### src/rtl/alt_vipcti121_common_handshake_tx.sv
// Source side of a toggle req/ack clock-domain crossing: holds each accepted word on data_out
// and flips req_toggle until the re-synchronized ack_toggle matches. Optional skid: ALT_VIPCTI_HSTX_SKID_EN.
module alt_vipcti121_common_handshake_tx #(
  parameter int WIDTH       = 8,
  parameter int COUNT_WIDTH = 16
) (
  input  logic                   clk,
  input  logic                   rst_n,
  input  logic                   in_valid,
  output logic                   in_ready,
  input  logic [WIDTH-1:0]       in_data,
  output logic [WIDTH-1:0]       data_out,
  output logic                   req_toggle,
  input  logic                   ack_toggle,
  output logic                   busy,
  output logic [COUNT_WIDTH-1:0] xfer_count,
  output logic                   proto_err
);

  typedef enum logic {IDLE, WAIT_ACK} state_t;

  state_t                 state, state_nxt;
  logic                   ack_s1, ack_s2;
  logic                   err_q;
  logic                   ack_match, accept;
  logic [WIDTH-1:0]       data_nxt;
  logic                   req_nxt;
  logic [COUNT_WIDTH-1:0] cnt_nxt;

  assign ack_match = (ack_s2 == req_toggle);
  // The live term lets the error block acceptance on the cycle it is first seen.
  assign proto_err = err_q | ((state == IDLE) & ~ack_match);
  assign accept    = in_valid & in_ready;

`ifdef ALT_VIPCTI_HSTX_SKID_EN
  logic             skid_full, skid_full_nxt;
  logic [WIDTH-1:0] skid_data, skid_data_nxt;

  assign in_ready = ~skid_full & ~proto_err;
  assign busy     = (state == WAIT_ACK) | skid_full;
`else
  assign in_ready = (state == IDLE) & ~proto_err;
  assign busy     = (state == WAIT_ACK);
`endif

  always_comb begin
    state_nxt = state;
    data_nxt  = data_out;
    req_nxt   = req_toggle;
    cnt_nxt   = xfer_count;
`ifdef ALT_VIPCTI_HSTX_SKID_EN
    skid_full_nxt = skid_full;
    skid_data_nxt = skid_data;
`endif
    case (state)
      IDLE: begin
        if (accept) begin
          data_nxt  = in_data;
          req_nxt   = ~req_toggle;
          state_nxt = WAIT_ACK;
        end
      end
      WAIT_ACK: begin
`ifdef ALT_VIPCTI_HSTX_SKID_EN
        if (accept) begin
          skid_full_nxt = 1'b1;
          skid_data_nxt = in_data;
        end
        if (ack_match) begin
          cnt_nxt = xfer_count + {{(COUNT_WIDTH-1){1'b0}}, 1'b1};
          // Chain the next word straight onto the link instead of passing through IDLE.
          if (skid_full) begin
            data_nxt      = skid_data;
            req_nxt       = ~req_toggle;
            skid_full_nxt = 1'b0;
          end else if (accept) begin
            data_nxt      = in_data;
            req_nxt       = ~req_toggle;
            skid_full_nxt = 1'b0;
          end else begin
            state_nxt = IDLE;
          end
        end
`else
        if (ack_match) begin
          cnt_nxt   = xfer_count + {{(COUNT_WIDTH-1){1'b0}}, 1'b1};
          state_nxt = IDLE;
        end
`endif
      end
      default: state_nxt = IDLE;
    endcase
  end

  always_ff @(posedge clk or negedge rst_n) begin
    if (!rst_n) begin
      state      <= IDLE;
      ack_s1     <= 1'b0;
      ack_s2     <= 1'b0;
      err_q      <= 1'b0;
      data_out   <= '0;
      req_toggle <= 1'b0;
      xfer_count <= '0;
    end else begin
      ack_s1     <= ack_toggle;
      ack_s2     <= ack_s1;
      err_q      <= proto_err;
      state      <= state_nxt;
      data_out   <= data_nxt;
      req_toggle <= req_nxt;
      xfer_count <= cnt_nxt;
    end
  end

`ifdef ALT_VIPCTI_HSTX_SKID_EN
  always_ff @(posedge clk or negedge rst_n) begin
    if (!rst_n) begin
      skid_full <= 1'b0;
      skid_data <= '0;
    end else begin
      skid_full <= skid_full_nxt;
      skid_data <= skid_data_nxt;
    end
  end
`endif

endmodule
### config.mk
export PLATFORM = sky130hd
export DESIGN_NAME = alt_vipcti121_common_handshake_tx
export DESIGN_NICKNAME = d
export VERILOG_FILES = /design/src/rtl/alt_vipcti121_common_handshake_tx.sv
export SDC_FILE = /design/constraint.sdc
export NUM_CORES = 1
export LEC_CHECK = 0
export CAP_MARGIN = 25
export CORE_MARGIN = 2
export CORE_UTILIZATION = 45
export DETAILED_ROUTE_END_ITERATION = 12
export PLACE_DENSITY = 0.79
export SLEW_MARGIN = 20
export SYNTH_ARGS = -nofsm -noshare
export SYNTH_HDL_FRONTEND = slang
export SYNTH_SLANG_ARGS = --single-unit
### constraint.sdc
create_clock -name clk -period 1.5 [get_ports clk]
set_input_delay 0.15 -clock clk [delete_from_list [all_inputs] [get_ports clk]]
set_output_delay 0.15 -clock clk [all_outputs]
set_load 0.005 [all_outputs]
---- Word level (Yosys, flattened, before mapping) ----
Index checks and enable logic that the tools add are counted.
operators by class
  $add $sub $neg .......................... 1
  eq/ne operators ......................... 1
  multiplexer cells ....................... 3
  bitwise logic cells ..................... 8
  reduce and logical (&&, ||, !) cells .... 2
operators by type and width
  kind                                           count
  adder 16 x 1 -> 16 bit, second input constant  1
  inverter 1 bit                                 4
  AND reduction 2 bit                            2
  AND 1 bit                                      3
  two-way mux 1 bit                              2
  case mux 1 bit (2 select lines)                1
  equality test 1 bit                            1
  bitwise OR 1 bit                               1
storage, ports and cells
  flip-flop bits (word level) ............. 29
  input bits .............................. 12
  output and inout bits ................... 28
  word-level logic and storage cells ...... 22

---- Depth between registers and ports, before layout ----
  word-level depth ........................ 9
  depth in mapped cells ................... 5
  depth with buffers taken out ............ 5

---- Worst setup path before layout ----
OpenSTA, ideal clock, no wires.
  path type ............................... register to register
  start ................................... register req_toggle
  end ..................................... register data_out[0]
  setup time .............................. 125 ps
  data arrival time ....................... 1,299 ps
  required time ........................... 1,375 ps
  path slack .............................. 76 ps
  cell stages (with the launch flop) ...... 5
  path through ............................ dfrtp_1 > xor2_2 > nor3_4 > nand2_4 > mux2_2
between the ends
  word-level cells in the longest chain between the ends .. 8
ends and longest elaborated chain
  element                               line  RTL
  start: declaration                    13    output logic req_toggle,
  start signal: assignment              110   req_toggle <= req_nxt;
  equality test 1 bit                   30    assign ack_match = (ack_s2 == req_toggle);
  inverter 1 bit                        32    assign proto_err = err_q | ((state == IDLE) & ~ack_match);
  AND 1 bit                             32
  bitwise OR 1 bit                      32
  inverter 1 bit                        42    assign in_ready = (state == IDLE) & ~proto_err;
  AND 1 bit                             42
  named net in_ready                    10    output logic in_ready,
  AND 1 bit                             33    assign accept = in_valid & in_ready;
  AND reduction 2 bit (no source line)  --
  end signal: assignment                109   data_out <= data_nxt;
  end: declaration                      12    output logic [WIDTH-1:0] data_out,
The timed path passes the listed nets, and every way through them passes these cells.
A chain may end at the register's enable or synchronous reset.

---- Worst setup path after layout ----
  start ................................... register req_toggle
  end ..................................... register data_out[6]
between the ends
  word-level cells in the longest chain between the ends .. 8
ends and longest elaborated chain
  element                               line
  equality test 1 bit                   30
  inverter 1 bit                        32
  AND 1 bit                             32
  bitwise OR 1 bit                      32
  inverter 1 bit                        42
  AND 1 bit                             42
  AND 1 bit                             33
  AND reduction 2 bit (no source line)  --
Every way passes these cells.

==> reports/metrics.yaml <==
syn_avg_cell_area_um2: 13.5
placement.io_buffers: 39
r2r_slack_ns: -0.09
grtUsageMet2_pct: 29.9
status: "finished, violations left"
synth-seq-cells: 29
violations: "negative setup slack"
syn_nets: 104
antenna_left: 0
tightest_slew_ns: 0.355
dr.pass1.iters: 4
layout-drive-gt1-share_pct: 33.3
cap_viol_max_count: 0
fin_ws_ns: -0.0910
worstSkewPairLatency_ns: 0.33
wl_per_cell_um: 14.8
clk_path_buf_depth: 2
tritoncts: "yes"
p_leak_nw: 0.976
dp_hpwl_um: 1820
final-max-slew-violation-count: 0
power.total_w: 0.00192
power_density_nw_per_um2: 996
min_period_ns: 1.59
drt_wl_total_um: 2700
nets: 165
core_area_um2: 2540
htreeDepth: 2
cts_inserted_buffers: 5
rsz0062_at_grt: "yes"
critical_path.max_fanout: 5
layout_commonest_cell: "clkdlybuf4s50_1"
grt_usage_pct: 19.0
critPathCaptureType: "register"
reg2reg_to: "data_out[6]"
r2r_cells: 6
fp.dieW_um: 56.3
dieArea_um2: 3170
drtIter0Drc: 16
place_congestion: 0.716
grtUsageMet1_pct: 21.8
vias_per_cell: 5.08
max_freq_ghz: 0.629
ys_seq_area_share_pct: 58.9
setup_viol: 13
grt_use_met3_pct: 10.4
area_delta_synth_final_pct: 56.3
multiInputGateArea_um2: 584
die_height_um: 56.3
period_share_pct: 106
vias: 930
grt_pass1_vias: 896
worstSetupPathType: "reg2reg"
ys_types: 22
antenna_found_initial: 0
cp.arrival_ns: 1.81
yosysWarnings: 0
relSlewSlack_pct: 76.1
pre_cts_ws_ns: -0.0568
seq_area_um2: 733
start_util_pct: 48.4
clk_pin_slew_worst_paths_ns: 0.09
critPathLaunch: "req_toggle"
dp_cells: 168
fillCellCount: 179
finalHoldViolations: 0
worstReg2RegStart: "req_toggle"
top_usage_layer: "met2"
drc_errors: 0
grt_first_pass_wirelength_um: 4440
worstSetupStartpointType: "register"
grt_overflow: 0
diodes: 0
crit_required_ns: 1.72
grt_max_degree: 30
instances_no_fill: 183
final_cell_mix: "clkdlybuf4s50_1, dfrtp_1, xnor2_1, buf_4, nand2_1"
worstSetupEndpoint: "data_out[6]"
whs_ns: 0.193
hp-class: "in2async"
cts-root-buf: "clkbuf_4"
row_count: 18
clock-sinks: 29
skew_ns: 0.00501
io_pins: 40
syn_area_um2: 1230
peakVddDrop_mv: 0.890
synthCells: 91
==> per-stage QoR <==
| stage | util [%] | TNS (ns) | instance area, um2 |
|---|---|---|---|
| finish | 75.7 | -0.867 | 1930 |
| global route | 75.7 | -1.77 | 1930 |
| CTS | 72.0 | -0.721 | 1830 |
| detailed placement | 67.6 | -0.0568 | 1720 |
| global placement | 67.6 | -0.0282 | 1720 |
| floorplan | - | 0 | 1230 |
==> worst min-delay path by stage <==
stage | from | to | slack (ns) | cells past startpoint
floorplan | rst_n | ack_s1 | -0.15 | 0
global route | rst_n | data_out[0] | 0.21 | 2
global placement | ack_s1 | ack_s2 | 0.34 | 0
detailed placement | ack_s1 | ack_s2 | 0.35 | 0
CTS | rst_n | data_out[5] | 0.19 | 2
finish | rst_n | xfer_count[8] | 0.19 | 2
==> routing by layer <==
layer / vias up / wire length [um]
li1: 439 / -
met1: 445 / 1030
met2: 39 / 1390
met3: 7 / 228
met4: 0 / 52
met5: - / 0
==> cells by family (layout without fill, tap and decap cells) <==
kind of cell / Yosys count / count (layout) / synth area share [%]
flip-flops: 29 / 29 / 58.9
multiplexers: 9 / 9 / 8.22
buffers and inverters: 2 / 63 / 0.914
adder cells (fa/ha/maj): 1 / 1 / 1.02
AND/OR/NAND/NOR: 31 / 32 / 17.0
XOR/XNOR: 18 / 18 / 13.4
AO/OA/AOI/OAI: 1 / 1 / 0.609
==> registers in the layout (all words and copies together), names as in the netlist <==
name	flops
busy	1
err_q	1
xfer_count	16
ack_s1	1
data_out	8
req_toggle	1
ack_s2	1
==> final cells by class <==
cell class | instances | share of cell area (%)
clock inverter | 2 | 0.519
clock buffer | 6 | 2.14
timing repair buffer | 54 | 26.8
tap | 30 | 1.95
sequential | 29 | 38.1
inverter | 1 | 0.195
multi-input combinational | 61 | 30.3
==> Yosys cell counts (all sizes together) <==
cell | number | area share [%]
and2 | 1 | 0.51
and3 | 1 | 0.51
buf | 1 | 0.61
dfrtp | 29 | 59
ha | 1 | 1.0
inv | 1 | 0.30
mux2 | 9 | 8.2
nand2 | 10 | 3.7
nand3 | 4 | 1.6
nand4 | 6 | 3.6
nor2 | 2 | 0.61
nor3 | 4 | 3.8
nor4 | 2 | 2.0
o21bai | 1 | 0.61
or2 | 1 | 0.71
xnor2 | 13 | 9.2
xor2 | 5 | 4.2
==> worst max-delay path: stages, from the launching register on <==
cell     delay, ns
dfrtp_2       0.44
buf_6         0.13
xor2_4        0.18
nor3_4        0.18
buf_6         0.16
nand2_4       0.07
mux2_4        0.31
==> repair_timing <==
| item | 4_1_cts | 5_1_grt |
|---|---|---|
| gates resized for setup | 15 | 20 |
| endpoints found under the setup margin | 13 | 27 |
| hold buffers | 0 | 0 |
| pin swaps | 3 | 8 |
| cloned | 0 | 1 |
| buffers inserted | 4 | 2 |
==> power by group <==
group	internal, W	total, W	switching [W]
logic	0.000325	0.000545	0.000220
registers	0.000862	0.000935	0.0000724
clock network	0.000178	0.000439	0.000261
total	0.00137	0.00192	0.000553
Power figures use the tool's default switching activity.
